**config.mk**
```make
export PLATFORM = sky130hd
export DESIGN_NAME = inst_loader
export DESIGN_NICKNAME = d
export VERILOG_FILES = /design/src/rtl/inst_loader_pkg.sv /design/src/rtl/inst_loader_rx.sv /design/src/rtl/inst_loader.sv
export SDC_FILE = /design/constraint.sdc
export NUM_CORES = 1
export LEC_CHECK = 0
export ABC_CLOCK_PERIOD_IN_PS = 3800
export CAP_MARGIN = 20
export CORE_ASPECT_RATIO = 2
export CORE_MARGIN = 1.5
export CORE_UTILIZATION = 50
export CTS_BUF_LIST = sky130_fd_sc_hd__clkbuf_2 sky130_fd_sc_hd__clkbuf_4 sky130_fd_sc_hd__clkbuf_8
export CTS_CLUSTER_SIZE = 20
export DETAILED_ROUTE_END_ITERATION = 10
export PLACE_DENSITY = 0.7
export SLEW_MARGIN = 20
export SYNTH_ARGS = -nofsm -noshare
export SYNTH_HDL_FRONTEND = slang
export SYNTH_HIERARCHICAL = 1
export SYNTH_SLANG_ARGS = --single-unit
```
**constraint.sdc**
```tcl
create_clock -name clk -period 3.8 [get_ports clk]
set_input_delay 0.57 -clock clk [delete_from_list [all_inputs] [get_ports clk]]
set_output_delay 0.57 -clock clk [all_outputs]
set_load 0.02 [all_outputs]
```
**src/rtl/inst_loader_pkg.sv**
```systemverilog
// Shared types and helpers for the serial instruction-memory loader.
package inst_loader_pkg;

    // Protocol framing states
    typedef enum logic [1:0] {
        WAIT_SYNC,
        GET_LEN,
        GET_DATA,
        GET_SUM
    } load_state_t;

    // 8N1 receive states
    typedef enum logic [1:0] {
        IDLE,
        START,
        DATA,
        STOP
    } rx_state_t;

    localparam logic [7:0] SYNC_BYTE = 8'hA5;

    // Clocks per serial bit, integer-truncated
    function automatic int unsigned clks_per_bit(input int unsigned clk_hz,
                                                 input int unsigned baud);
        return clk_hz / baud;
    endfunction

endpackage

```
**src/rtl/inst_loader_rx.sv**
```systemverilog
// Two-flop synchroniser plus 8N1 byte receiver with start-bit glitch rejection.
module uart_rx_byte
    import inst_loader_pkg::*;
#(
    parameter int unsigned CLKS_PER_BIT = 868
) (
    input  logic       clk,
    input  logic       reset,
    input  logic       uart_rx,
    output logic       byte_valid,
    output logic [7:0] byte_data,
    output logic       frame_err
);

    localparam int unsigned     CNT_W     = $clog2(CLKS_PER_BIT + 1);
    localparam logic [CNT_W-1:0] BIT_LAST  = CNT_W'(CLKS_PER_BIT - 1);
    localparam logic [CNT_W-1:0] HALF_LAST = CNT_W'(CLKS_PER_BIT / 2 - 1);

    logic [1:0]       sync_q;
    logic             rx_s;
    rx_state_t        state, state_n;
    logic [CNT_W-1:0] cnt, cnt_n;
    logic [2:0]       bit_idx, bit_n;
    logic [7:0]       shift, shift_n;
    logic             valid_n, err_n;

    // Bring the asynchronous line into the clock domain; resets to idle-high
    always_ff @(posedge clk or negedge reset) begin
        // NOTE: registers take <= so every flop samples pre-edge values, whatever the statement order.
        if (!reset) sync_q <= 2'b11;
        else        sync_q <= {sync_q[0], uart_rx};
    end

    assign rx_s      = sync_q[1];
    assign byte_data = shift;

    // Receiver state and datapath registers
    always_ff @(posedge clk or negedge reset) begin
        if (!reset) begin
            state      <= IDLE;
            cnt        <= '0;
            bit_idx    <= '0;
            shift      <= '0;
            byte_valid <= 1'b0;
            frame_err  <= 1'b0;
        end else begin
            state      <= state_n;
            cnt        <= cnt_n;
            bit_idx    <= bit_n;
            shift      <= shift_n;
            byte_valid <= valid_n;
            frame_err  <= err_n;
        end
    end

    // Bit timing: mid-start re-check, then one sample per bit period
    always_comb begin
        // NOTE: every output of this block gets a default first, so no path can infer a latch.
        state_n = state;
        cnt_n   = cnt + 1'b1;
        bit_n   = bit_idx;
        shift_n = shift;
        valid_n = 1'b0;
        err_n   = 1'b0;
        unique case (state)
            IDLE: begin
                cnt_n = '0;
                if (!rx_s) state_n = START;
            end
            START: begin
                if (cnt == HALF_LAST) begin
                    cnt_n   = '0;
                    bit_n   = '0;
                    state_n = rx_s ? IDLE : DATA;
                end
            end
            DATA: begin
                if (cnt == BIT_LAST) begin
                    cnt_n   = '0;
                    shift_n = {rx_s, shift[7:1]};
                    bit_n   = bit_idx + 1'b1;
                    if (bit_idx == 3'd7) state_n = STOP;
                end
            end
            STOP: begin
                if (cnt == BIT_LAST) begin
                    cnt_n   = '0;
                    valid_n = rx_s;
                    err_n   = !rx_s;
                    state_n = IDLE;
                end
            end
            default: state_n = IDLE;
        endcase
    end

endmodule

```
**src/rtl/inst_loader.sv**
```systemverilog
// Serial program loader: frames bytes into words, writes instruction memory, gates CPU reset.
module inst_loader
    import inst_loader_pkg::*;
#(
    parameter int unsigned CLK_FREQ_HZ    = 100_000_000,
    parameter int unsigned BAUD           = 115_200,
    parameter int unsigned ADDR_W         = 8,
    parameter int unsigned MAX_WORDS      = 64,
    parameter int unsigned TIMEOUT_CYCLES = 1_000_000
) (
    input  logic              clk,
    input  logic              reset,
    input  logic              uart_rx,
    output logic              im_we,
    output logic [ADDR_W-1:0] im_addr,
    output logic [31:0]       im_wdata,
    output logic              cpu_hold,
    output logic              busy,
    output logic              load_done,
    output logic              load_err
);

    localparam int unsigned TMO_W = $clog2(TIMEOUT_CYCLES + 1);

    logic             byte_valid, frame_err;
    logic [7:0]       byte_data;
    logic [TMO_W-1:0] tmo_cnt;
    logic             tmo_hit;

    load_state_t       state, state_n;
    logic [7:0]        n_words, n_words_n;
    logic [7:0]        word_cnt, word_cnt_n;
    logic [1:0]        byte_cnt, byte_cnt_n;
    logic [23:0]       word_lo, word_lo_n;
    logic [7:0]        sum, sum_n;
    logic              im_we_n, cpu_hold_n, load_done_n, load_err_n;
    logic [ADDR_W-1:0] im_addr_n;
    logic [31:0]       im_wdata_n;
    logic              abort;

    uart_rx_byte #(
        .CLKS_PER_BIT(clks_per_bit(CLK_FREQ_HZ, BAUD))
    ) u_rx (
        .clk       (clk),
        .reset     (reset),
        .uart_rx   (uart_rx),
        .byte_valid(byte_valid),
        .byte_data (byte_data),
        .frame_err (frame_err)
    );

    assign busy    = (state != WAIT_SYNC);
    assign tmo_hit = busy && !byte_valid && (tmo_cnt == TMO_W'(TIMEOUT_CYCLES - 1));

    // Saturating idle-line counter inside a frame
    always_ff @(posedge clk or negedge reset) begin
        if (!reset)                       tmo_cnt <= '0;
        else if (byte_valid || !busy)     tmo_cnt <= '0;
        else if (tmo_cnt != TMO_W'(TIMEOUT_CYCLES)) tmo_cnt <= tmo_cnt + 1'b1;
    end

    // Protocol state, word assembly and registered write port
    always_ff @(posedge clk or negedge reset) begin
        if (!reset) begin
            state     <= WAIT_SYNC;
            n_words   <= '0;
            word_cnt  <= '0;
            byte_cnt  <= '0;
            word_lo   <= '0;
            sum       <= '0;
            im_we     <= 1'b0;
            im_addr   <= '0;
            im_wdata  <= '0;
            cpu_hold  <= 1'b0;
            load_done <= 1'b0;
            load_err  <= 1'b0;
        end else begin
            state     <= state_n;
            n_words   <= n_words_n;
            word_cnt  <= word_cnt_n;
            byte_cnt  <= byte_cnt_n;
            word_lo   <= word_lo_n;
            sum       <= sum_n;
            im_we     <= im_we_n;
            im_addr   <= im_addr_n;
            im_wdata  <= im_wdata_n;
            cpu_hold  <= cpu_hold_n;
            load_done <= load_done_n;
            load_err  <= load_err_n;
        end
    end

    // Next-state: the write strobe cycle stays in GET_DATA and advances the word index
    always_comb begin
        state_n     = state;
        n_words_n   = n_words;
        word_cnt_n  = word_cnt;
        byte_cnt_n  = byte_cnt;
        word_lo_n   = word_lo;
        sum_n       = sum;
        im_we_n     = 1'b0;
        im_addr_n   = im_addr;
        im_wdata_n  = im_wdata;
        cpu_hold_n  = cpu_hold;
        load_done_n = load_done;
        load_err_n  = load_err;
        abort       = busy && (frame_err || tmo_hit);
        unique case (state)
            WAIT_SYNC: begin
                if (byte_valid && byte_data == SYNC_BYTE) begin
                    load_done_n = 1'b0;
                    load_err_n  = 1'b0;
                    cpu_hold_n  = 1'b1;
                    state_n     = GET_LEN;
                end
            end
            GET_LEN: begin
                if (byte_valid) begin
                    if (byte_data == 8'd0 || 32'(byte_data) > MAX_WORDS) begin
                        abort = 1'b1;
                    end else begin
                        n_words_n  = byte_data;
                        word_cnt_n = '0;
                        byte_cnt_n = '0;
                        sum_n      = '0;
                        state_n    = GET_DATA;
                    end
                end
            end
            GET_DATA: begin
                if (im_we) begin
                    word_cnt_n = word_cnt + 8'd1;
                    if (word_cnt == n_words - 8'd1) state_n = GET_SUM;
                end else if (byte_valid) begin
                    word_lo_n  = {byte_data, word_lo[23:8]};
                    sum_n      = sum + byte_data;
                    byte_cnt_n = byte_cnt + 2'd1;
                    if (byte_cnt == 2'd3) begin
                        im_we_n    = 1'b1;
                        im_addr_n  = ADDR_W'({word_cnt, 2'b00});
                        im_wdata_n = {byte_data, word_lo};
                    end
                end
            end
            GET_SUM: begin
                if (byte_valid) begin
                    if (byte_data == sum) begin
                        load_done_n = 1'b1;
                        cpu_hold_n  = 1'b0;
                        state_n     = WAIT_SYNC;
                    end else begin
                        abort = 1'b1;
                    end
                end
            end
            default: state_n = WAIT_SYNC;
        endcase
        // Abort leaves cpu_hold set so a partial image never runs
        if (abort) begin
            load_err_n = 1'b1;
            im_we_n    = 1'b0;
            state_n    = WAIT_SYNC;
        end
    end

endmodule
```
# Word-level counts from Yosys, hierarchy flattened
# Index checks and enable logic that the tools add are counted.
[classes]
n_addsub = 7
muxes = 60
n_bitwise = 2
n_eq_ne = 35
reduce_logical = 32
n_lt_le_gt_ge = 1
[op_table]
columns = ["op", "count"]
rows = [
  ["2-to-1 mux 20 bit", 2],
  ["2-to-1 mux 8 bit", 5],
  ["2-to-1 mux 2 bit", 18],
  ["case mux 8 bit (2 select lines)", 2],
  ["case mux 10 bit (3 select lines)", 1],
  ["2-to-1 mux 1 bit", 21],
  ["adder 20 x 1 -> 20 bit (second input constant)", 1],
  ["equality test 20 bit (second input constant)", 1],
  ["2-to-1 mux 10 bit", 2],
  ["inequality test 20 bit (second input constant)", 1],
  ["equality test 8 bit", 2],
  ["case mux 2 bit (4 select lines)", 2],
  ["inequality test 3 bit (second input constant)", 5],
  ["inequality test 2 x 1 -> 1 bit (second input constant)", 7],
  ["nonzero test 2 bit", 7],
  ["inequality test 2 bit (second input constant)", 6],
  ["AND reduction 4 bit", 3],
  ["adder 10 x 1 -> 10 bit (second input constant)", 1],
  ["equality test 10 bit (second input constant)", 1],
  ["equality test 10 x 9 -> 1 bit (second input constant)", 1],
  ["equality test 2 bit (second input constant)", 5],
  ["AND reduction 5 bit", 2],
  ["AND reduction 3 bit", 3],
  ["adder 8 x 1 -> 8 bit (second input constant)", 1],
  ["22 further kinds", 37],
]
[totals]
wordCells = 157
inputBits = 3
reg_bits = 141
output_inout_bits = 45

# Logic depth before layout (Yosys ltp)
# Gate-level depths: netlist of run 1.
[depth]
ltp_word = 10
ltp_mapped = 9
ltp_nobuf = 8

# By module
# The synthesis of run 1 kept the hierarchy.
[modules_own_cells]
columns = ["mod", "area_per_inst_um2", "cells_per_inst", "n_inst", "seq_area_each_um2"]
rows = [
  ["inst_loader", 5403.9, 459, 1, 2852.7],
  ["uart_rx_byte", 1278.7, 107, 1, 678.2],
]

# Least setup slack after synthesis of run 1
# No wires, ideal clock.
[synth_path]
path_type = "register to register"
startpoint = "register u_rx.shift[5], in the netlist u_rx/byte_data[5]"
endpoint = "register state[1] (netlist name)"
arrival_time_ns = 2.777
path_stages_with_launch = 8
path_buffers = 0
setup_ns = 0.077
period_less_slack_ns = 2.854
path_slack_ns = 0.946
required_ns = 3.723
cell_sequence = "dfrtp_1 ha_1 or4_4 o31ai_4 o211a_4 or3b_4 or4_1 a21oi_1"
[synth_rtl]
columns = ["element", "line_no", "text"]
rows = [
  ["from (decl)", "inst_loader_rx.sv:24", "logic [7:0] shift, shift_n;"],
  ["from (signal assigned)", "inst_loader_rx.sv:50", "shift <= shift_n;"],
]

==> results_dict.tcl, run 1 <==
set metrics [dict create \
    die_area_sq_mm 0.0141 \
    multiInputGateArea_sq_mm 0.00300 \
    reg2reg_from "u_rx/byte_data[5]$_DFFE_PN0P_" \
    port_buffers 45 \
    critPathMaxStageDelay_ns 0.57 \
    drt-initial-drc-count 142 \
    yosys_register_bits 141 \
    layout.nets 638 \
    outcome "complete, no violations" \
    vias 4470 \
    regArea_sq_mm 0.00353 \
    intPower_mw 2.01 \
    drcViolationCount 0 \
    drt-wirelength-per-cell_um 17.4 \
    worstMarginPinSlew_ns 0.744 \
    finalHoldViolCount 0 \
    cts_made_buffers 17 \
    holdBufCountCts 0 \
    p_clk_frac 0.441 \
    finalClockSkew_ns 0.0197 \
    drive_gt1_frac 0.214 \
    leakagePower_nw 3.69 \
    drv_slew 0 \
    slew_headroom 0.504 \
    cts_root_buf "clkbuf_8" \
    swShare 0.268 \
    tritoncts "done" \
    initial_core_util 0.514 \
    htreeDepth 4 \
    clock_latency_ns 0.45 \
    crit_path_top_delay_cell "or4_4" \
    reg2reg_depth 7 \
    fin_crit_sh 0.815 \
    seq_area_frac_synth 0.528 \
    hold_path.class "in -> async" \
    avgSynthCellArea_sq_um 11.8 \
    yosys_warnings 6 \
    tns_ns 0 \
    grt.overflow.total 0 \
    cts.sinks 141 \
    cp-start-kind "register" \
    dpl.hpwl_um 9330 \
    die_h_um 166 \
    vias_per_cell 5.75 \
    period_minus_slack_ns 3.10 \
    cp_cell_sequence "ha_1 > or4_4 > o31ai_4 > o211a_4 > or3b_4 > or4_1 > a21oi_1" \
    fin_total_pwr_mw 2.75 \
    crit_buf_inv 0 \
    seqPwrFrac 0.546 \
    p_per_area_mw_per_mm2 357 \
    post_cts.repair.setup_buffers 0 \
    final_cell_area_sq_mm 0.00770 \
    cp-end-kind "register" \
    routed_wl_um 13600 \
    crit_type "reg -> reg" \
    cts_resized 0 \
    drt_first_pass_iters 4 \
    design.portCount 48 \
    n_antenna_cell 0 \
    cts_buffer_depth 2 \
    grt_pass1_vias 4806 \
    clk_pin_slew_worst_paths_ns 0.10 \
    syn_area_sq_mm 0.00668 \
    die_x_um 84.7 \
    core_sq_mm 0.0130 \
    arrival_ns 3.47 \
    setup_viol 0 \
    synth.distinct_cells 64 \
    rsz0062_at_grt "false" \
    post-place-ws_ns 0.753 \
    row_count 59 \
    path_delay_family "simple AND/OR/NAND/NOR gates" \
    synth-edff-count 0 \
    grtUsageTotal 0.209 \
    layout_setup_ws_ns 0.703 \
    r2r_end "state[1]$_DFFE_PN0P_" \
    antenna_found_initial 0 \
    routabilityCongestion 0.867 \
    p_switching_mw 0.736 \
    synthArstFlopShare 1.00 \
    drtAntennaViolNets 0 \
    fill_cells 1098 \
    max_cap_violations 0 \
    cp_max_fo 9 \
    placed_area_sq_mm 0.00728 \
    grt_max_degree 82 \
    p_comb_frac 0.012 \
    critPathRequiredTime_ns 4.17 \
    areaGrowthSynthToFinish_pct 15.2 \
    syn_inst 566 \
    ir_drop_v 0.000305 \
    r2r_slack_ns 0.70 \
    grt_pass1_wl_um 23400 \
    timing.fmax_mhz 323 \
    synth_flop_cell "dfrtp_1" \
]
-- cell families (layout without fill, tap and decap cells) --
kind of cell / Yosys count / after routing / share of synthesized area
DFF: 141 / 141 / 0.528
adders and majority gates: 22 / 22 / 0.0423
other: 1 / 2 / 0.000561
AOI/OAI and AO/OA: 63 / 63 / 0.0717
and+or+nand+nor: 175 / 175 / 0.138
muxes: 76 / 76 / 0.131
buffers and inverters: 40 / 99 / 0.0247
xor gates and xnor gates: 48 / 48 / 0.0629
-- synth_stat cells (3+ instances only) --
cell,n,area [sq um]
nand4_1,6,37.5
xor2_1,23,201
mux2_2,68,766
and4_1,4,35.0
o31ai_1,3,22.5
ha_1,21,263
or3_1,6,37.5
inv_1,18,67.6
o21ai_0,13,65.1
nor3b_1,3,22.5
a21oi_1,10,50.1
and2_1,4,25.0
nor2b_1,6,37.5
nor3_1,11,55.1
a22o_1,8,70.1
nand3_1,26,130
a21o_1,5,37.5
clkbuf_1,15,56.3
and3_1,6,37.5
nand2_1,30,113
dfrtp_1,139,3480
nor2_1,51,191
nor4_1,5,31.3
buf_1,4,15.0
mux2_4,6,90.1
xnor2_1,25,219
-- cell usage in the layout, fill, tap and decap left out, types with 3 or more instances in the layout --
cell type and count:
a21o_1 5, a21oi_1 10, a22o_1 8, and2_1 4, and3_1 6, and4_1 4
buf_4 3, clkbuf_8 17, clkdlybuf4s50_1 44, clkinv_8 6, dfrtp_1 139, ha_1 21
inv_1 18, inv_6 3, inv_8 4, mux2_2 68, mux2_4 6, nand2_1 30
nand3_1 25, nand4_1 6, nor2_1 51, nor2b_1 6, nor3_1 11, nor3b_1 3
nor4_1 5, o21ai_0 13, o31ai_1 3, or3_1 6, xnor2_1 25, xor2_1 23
-- metrics by stage --
| step | instances | hold WS [ns] | util |
|---|---|---|---|
| after floorplan | 567 | 0.274 | - |
| after global placement | 746 | 0.347 | 0.560 |
| after detailed placement | 746 | 0.348 | 0.560 |
| after CTS | 778 | 0.158 | 0.593 |
| after global routing | 778 | 0.175 | 0.593 |
| final | 778 | 0.133 | 0.593 |
-- sequential cells by signal, summed over array words and instances, names as in the netlist, named ones only --
register,cells
word_lo,24
state,2
u_rx/byte_valid,1
load_done,1
load_err,1
im_we,1
u_rx/byte_data,8
u_rx/bit_idx,3
cpu_hold,1
u_rx/sync_q,2
n_words,8
byte_cnt,2
im_addr,6
sum,8
u_rx/state,1
u_rx/cnt,10
u_rx/frame_err,1
im_wdata,32
tmo_cnt,20
word_cnt,8
-- power groups by stage --
stage                     sequential, mW  combinational (mW)  clock [mW]
after floorplan                     1.53             0.00332           0
after global placement              1.53              0.0356           0
after detailed placement            1.53              0.0363           0
after CTS                           1.50              0.0363        1.25
after global routing                1.50              0.0406        1.31
final                               1.50              0.0335        1.21
-- area by class of cell --
type                       instances  area share
multi-input combinational        386       0.389
tap                              152      0.0247
inverter                          18     0.00878
sequential                       141       0.459
clock inverter                    15      0.0242
clock buffer                      17      0.0304
timing repair buffer              49      0.0642
-- worst register-to-register path, cell delays in order, from the launching register on --
cell	delay [ns]
dfrtp_1	0.49
ha_1	0.40
or4_4	0.57
o31ai_4	0.28
o211a_4	0.21
or3b_4	0.40
or4_1	0.53
a21oi_1	0.15
-- routing by layer --
metal,GRT usage,share of wire,up-vias
met5,0,0,-
li1,-,-,2083
met4,0.0884,0.026,0
met3,0.0545,0.037,29
met2,0.375,0.55,92
met1,0.230,0.39,2266
-- worst max-delay path by stage --
stage	startpoint	end	slack (ns)	depth (start not counted)
6_report	u_rx/byte_data[5]$_DFFE_PN0P_	state[1]$_DFFE_PN0P_	0.70	7
3_5_place_dp	u_rx/byte_data[5]$_DFFE_PN0P_	state[1]$_DFFE_PN0P_	0.75	7
3_3_place_gp	u_rx/byte_data[5]$_DFFE_PN0P_	state[1]$_DFFE_PN0P_	0.82	7
2_1_floorplan	u_rx/byte_data[5]$_DFFE_PN0P_	state[1]$_DFFE_PN0P_	0.95	7
5_1_grt	u_rx/byte_data[5]$_DFFE_PN0P_	state[1]$_DFFE_PN0P_	0.64	7
4_1_cts	u_rx/byte_data[5]$_DFFE_PN0P_	state[1]$_DFFE_PN0P_	0.72	7
Power figures use the tool's default switching activity.
==> inputs of run 2 (changes only) <==
--- a/config.mk
+++ b/config.mk
@@ -5,7 +5,7 @@
 export SDC_FILE = /design/constraint.sdc
 export NUM_CORES = 1
 export LEC_CHECK = 0
-export ABC_CLOCK_PERIOD_IN_PS = 3800
+export ABC_CLOCK_PERIOD_IN_PS = 2850
 export CAP_MARGIN = 20
 export CORE_ASPECT_RATIO = 2
 export CORE_MARGIN = 1.5
==> constraint.sdc (replaced) <==
create_clock -name clk -period 2.85 [get_ports clk]
set_input_delay 0.4275 -clock clk [delete_from_list [all_inputs] [get_ports clk]]
set_output_delay 0.4275 -clock clk [all_outputs]
set_load 0.02 [all_outputs]
==> results_dict.tcl, run 2 (same netlist as run 1, synthesis figures left out) <==
set metrics [dict create \
    arrival_ns 3.14 \
    clock_latency_ns 0.45 \
    finalHoldViolCount 0 \
    row_count 59 \
    drt_first_pass_iters 4 \
    fin_total_pwr_mw 3.63 \
    areaGrowthSynthToFinish_pct 17.0 \
    p_per_area_mw_per_mm2 465 \
    initial_core_util 0.514 \
    ir_drop_v 0.000430 \
    drt-wirelength-per-cell_um 17.0 \
    n_antenna_cell 0 \
    worstMarginPinSlew_ns 0.692 \
    routed_wl_um 13400 \
    fill_cells 1056 \
    leakagePower_nw 3.74 \
    clk_pin_slew_worst_paths_ns 0.10 \
    final_cell_area_sq_mm 0.00782 \
    r2r_end "state[1]$_DFFE_PN0P_" \
    outcome "complete, no violations" \
    layout_commonest_cell "dfrtp_1" \
    drive_gt1_frac 0.236 \
    grtUsageTotal 0.200 \
    grt_pass1_wl_um 22600 \
    crit_type "reg -> reg" \
    drtAntennaViolNets 0 \
    vias_per_cell 5.67 \
    drv_slew 0 \
    cts.sinks 141 \
    placedCellCount 757 \
    rsz0062_at_grt "false" \
    max_cap_violations 0 \
    die_x_um 84.7 \
    hold_ws_ns 0.362 \
    largest_register_ffs 32 \
    critPathRequiredTime_ns 3.23 \
    tns_ns 0 \
    tritoncts "done" \
    core_sq_mm 0.0130 \
    slew_headroom 0.537 \
    die_area_sq_mm 0.0141 \
    startpoint "u_rx/byte_data[6]$_DFFE_PN0P_" \
    r2r_slack_ns 0.08 \
    regMostFlops "im_wdata" \
    cp_max_fo 4 \
    finalClockSkew_ns 0.0177 \
    reg2reg_depth 7 \
    placed_area_sq_mm 0.00737 \
    cp-end-kind "register" \
    design.portCount 48 \
    period_minus_slack_ns 2.77 \
    routabilityCongestion 0.854 \
    endpoint "state[1]$_DFFE_PN0P_" \
    reg.largest.list "im_wdata: 32 flops, word_lo: 24 flops, tmo_cnt: 20 flops" \
    dpl.hpwl_um 9280 \
    layout.nets 651 \
    setup_viol 0 \
    cp-start-kind "register" \
    cts_root_buf "clkbuf_8" \
    fin_crit_sh 0.971 \
    antenna_found_initial 0 \
    cts_buffer_depth 2 \
    timing.fmax_mhz 361 \
    die_h_um 166 \
    cts_made_buffers 17 \
    drt-initial-drc-count 191 \
    htreeDepth 4 \
    layout_common_cells "139 x dfrtp_1, 68 x mux2_2, 51 x nor2_1" \
    grt.overflow.total 0 \
    grt_pass1_vias 4617 \
    hold_path.class "reg -> reg" \
    vias 4486 \
    grt_max_degree 61 \
    drcViolationCount 0 \
    reg2reg_from "u_rx/byte_data[6]$_DFFE_PN0P_" \
    instances_no_fill 791 \
    port_buffers 45 \
]
[run 2: changes by cell type in the layout (fill, tap and decap cells not counted), sizes merged]
| cell | before | now |
|---|---|---|
| buf | 5 | 17 |
| clkinv | 8 | 4 |
| clkinvlp | 0 | 2 |
| dlygate4sd3 | 0 | 1 |
| inv | 25 | 27 |
[run 2: through the flow]
stage	utilization	worst slack, ns
finish	0.602	0.0822
floorplan	-	0.0175
global placement	0.568	0.0556
CTS	0.599	0.0361
detailed placement	0.568	-0.00402
global route	0.602	0.00499
[run 2: repair_timing]
action | CTS | global route
hold buffers | 1 | 0
setup endpoints to repair | 1 | 1
resized for setup | 0 | 4
endpoints found under the hold margin | 56 | 0
pin swaps | 1 | 1
setup buffers | 0 | 1
[run 2: per-layer routing]
metal  wire (um)  part of all wire  global-route usage
met3         441             0.033              0.0426
met5           0                 0                   0
met1        5430              0.40               0.237
met4         262             0.019              0.0792
met2        7310              0.54               0.348
[run 2: area by class of cell]
type	instances	area, sq um	share of cell area
clock buffer	17	234	0.0299
clock inverter	15	169	0.0216
inverter	18	67.6	0.00864
multi-input combinational	386	3030	0.388
sequential	141	3530	0.452
tap	152	190	0.0243
timing repair buffer	62	594	0.0760
[run 2: report_power, final]
group	switching [mW]	total, mW	internal, mW
logic	0.0405	0.0477	0.00715
registers	0.00127	2.00	2.00
clock network	0.918	1.58	0.666
total	0.960	3.63	2.67
[run 2: worst min-delay path by stage]
stage	slack, ns	depth (start not counted)	end	from
3_3_place_gp	0.35	0	u_rx/sync_q[1]$_DFF_PN1_	u_rx/sync_q[0]$_DFF_PN1_
3_5_place_dp	0.35	0	u_rx/sync_q[1]$_DFF_PN1_	u_rx/sync_q[0]$_DFF_PN1_
4_1_cts	0.35	1	u_rx/sync_q[0]$_DFF_PN1_	uart_rx
2_1_floorplan	0.13	0	byte_cnt[0]$_DFFE_PN0P_	reset
5_1_grt	0.36	1	u_rx/sync_q[0]$_DFF_PN1_	uart_rx
6_report	0.36	0	u_rx/sync_q[1]$_DFF_PN1_	u_rx/sync_q[0]$_DFF_PN1_
[run 2: critical path, cell delays in order, from the launching register on]
cell	delay, ns
dfrtp_1	0.39
ha_1	0.32
or4_4	0.53
o31ai_4	0.22
o211a_4	0.21
or3b_4	0.39
or4_4	0.52
a21oi_2	0.13
==> inputs of run 3 (changes only) <==
--- a/config.mk
+++ b/config.mk
@@ -14,6 +14,7 @@
 export CTS_CLUSTER_SIZE = 20
 export DETAILED_ROUTE_END_ITERATION = 10
 export PLACE_DENSITY = 0.7
+export SETUP_SLACK_MARGIN = 0.1
 export SLEW_MARGIN = 20
 export SYNTH_ARGS = -nofsm -noshare
 export SYNTH_HDL_FRONTEND = slang
==> results_dict.tcl, run 3 (same netlist as run 1, synthesis figures left out) <==
set metrics [dict create \
    layout_common_cells "137 x dfrtp_1, 68 x mux2_2, 51 x nor2_1" \
    final_cell_area_sq_mm 0.00788 \
    hold_ws_ns 0.360 \
    grtUsageTotal 0.217 \
    die_h_um 166 \
    initial_core_util 0.514 \
    finalClockSkew_ns 0.0170 \
    fin_total_pwr_mw 3.65 \
    layout_commonest_cell "dfrtp_1" \
    vias 4533 \
    grt_pass1_wl_um 24000 \
    drive_gt1_frac 0.250 \
    regMostFlops "im_wdata" \
    htreeDepth 4 \
    whs_path_depth 0 \
    routed_wl_um 14400 \
    port_buffers 45 \
    vias_per_cell 5.67 \
    die_x_um 84.7 \
    cp-end-kind "register" \
    rsz0062_at_grt "true" \
    cts_root_buf "clkbuf_8" \
    arrival_ns 3.18 \
    clk_pin_slew_worst_paths_ns 0.08 \
    timing.fmax_mhz 358 \
    routabilityCongestion 0.873 \
    drt-wirelength-per-cell_um 18.1 \
    leakagePower_nw 3.76 \
    setup_viol 0 \
    drtAntennaViolNets 0 \
    reg2reg_depth 7 \
    core_sq_mm 0.0130 \
    drt_first_pass_iters 4 \
    drv_slew 0 \
    ir_drop_v 0.000309 \
    period_minus_slack_ns 2.80 \
    design.portCount 48 \
    cts_buffer_depth 2 \
    p_per_area_mw_per_mm2 463 \
    dpl.hpwl_um 10300 \
    reg.largest.list "im_wdata: 32 flops, word_lo: 24 flops, tmo_cnt: 20 flops" \
    hold_path.class "reg -> reg" \
    cts.sinks 141 \
    crit_type "reg -> reg" \
    die_area_sq_mm 0.0141 \
    cts_made_buffers 17 \
    worstMarginPinSlew_ns 0.761 \
    n_antenna_cell 0 \
    slew_headroom 0.492 \
    grt.overflow.total 0 \
    drt-initial-drc-count 194 \
    drcViolationCount 0 \
    tns_ns 0 \
    outcome "complete, no violations" \
    layout.nets 660 \
    clock_latency_ns 0.46 \
    largest_register_ffs 32 \
    cp-start-kind "register" \
    post-route-util 0.606 \
    fill_cells 1087 \
    critPathRequiredTime_ns 3.23 \
    placed_area_sq_mm 0.00741 \
    antenna_found_initial 0 \
    grt_max_degree 67 \
    row_count 59 \
    max_cap_violations 0 \
    fin_crit_sh 0.981 \
    tritoncts "done" \
    areaGrowthSynthToFinish_pct 17.9 \
    cp_max_fo 2 \
    grt_pass1_vias 4905 \
    finalHoldViolCount 0 \
]
run 3: changes by cell type in the layout (fill, tap and decap cells not counted):
cell        change
buf_4          +10
clkinv_8        -4
clkinvlp_4      +3
inv_8           -3
bufinv_16       +2
dfrtp_1         -2
dfrtp_2         +2
buf_12          -1
clkinv_2        +1
clkinv_4        +1
ha_1            -1
ha_4            +1
inv_6           -1
run 3: critical path, cell delays in order, from the launching register on:
cell and delay, ns:
dfrtp_1 0.43, ha_4 0.26, or4_4 0.55, o31ai_4 0.25, o211a_4 0.21, or3b_4 0.38, or4_4 0.53, a21oi_2 0.14
run 3: layout make-up:
cell class / count / area, sq um / area share
clock inverters: 14 / 158 / 0.0200
inverters: 18 / 67.6 / 0.00858
clock buffers: 17 / 234 / 0.0297
well taps: 152 / 190 / 0.0241
flip-flops and latches: 141 / 3530 / 0.449
multi-input cells: 386 / 3050 / 0.387
repair buffers: 71 / 649 / 0.0824
run 3: worst paths after layout:
kind / start / endpoint / slack (ns)
worst min register to register: u_rx/sync_q[0]$_DFF_PN1_ / u_rx/sync_q[1]$_DFF_PN1_ / 0.36
worst max register to register: sum[1]$_DFFE_PN0P_ / state[1]$_DFFE_PN0P_ / 0.05
min in group asynchronous: reset / im_wdata[8]$_DFFE_PN0P_ / 0.51
worst max-delay path: sum[1]$_DFFE_PN0P_ / state[1]$_DFFE_PN0P_ / 0.05
max in group asynchronous: reset / u_rx/sync_q[0]$_DFF_PN1_ / 1.54
worst min-delay path: u_rx/sync_q[0]$_DFF_PN1_ / u_rx/sync_q[1]$_DFF_PN1_ / 0.36
run 3: what timing repair did:
action	4_1_cts	5_1_grt
endpoints found under the setup margin	1	2
setup buffers	3	2
gates cloned	0	0
endpoints found under the hold margin	62	0
hold buffers	1	0
resized for setup	0	4
pin swaps	4	6
run 3: through the flow:
| step | setup slack [ns] | cells |
|---|---|---|
| 2_1_floorplan | 0.109 | 567 |
| 3_3_place_gp | 0.0777 | 762 |
| 3_5_place_dp | 0.0246 | 762 |
| 4_1_cts | 0.0383 | 797 |
| 5_1_grt | 0.0125 | 799 |
| 6_report | 0.0547 | 799 |
run 3: layer usage:
layer / GRT usage / up-vias / share of wire / wire [um]
met5: 0 / - / 0 / 0
met4: 0.0898 / 0 / 0.022 / 320
met3: 0.0491 / 25 / 0.029 / 425
met2: 0.412 / 80 / 0.56 / 8120
met1: 0.222 / 2297 / 0.39 / 5560
li1: - / 2131 / - / -
run 3: report_power, final:
part	switching [mW]	internal (mW)
Sequential	0.00126	2.00
Clock	0.813	0.786
Combinational	0.0412	0.00700
Total	0.856	2.79
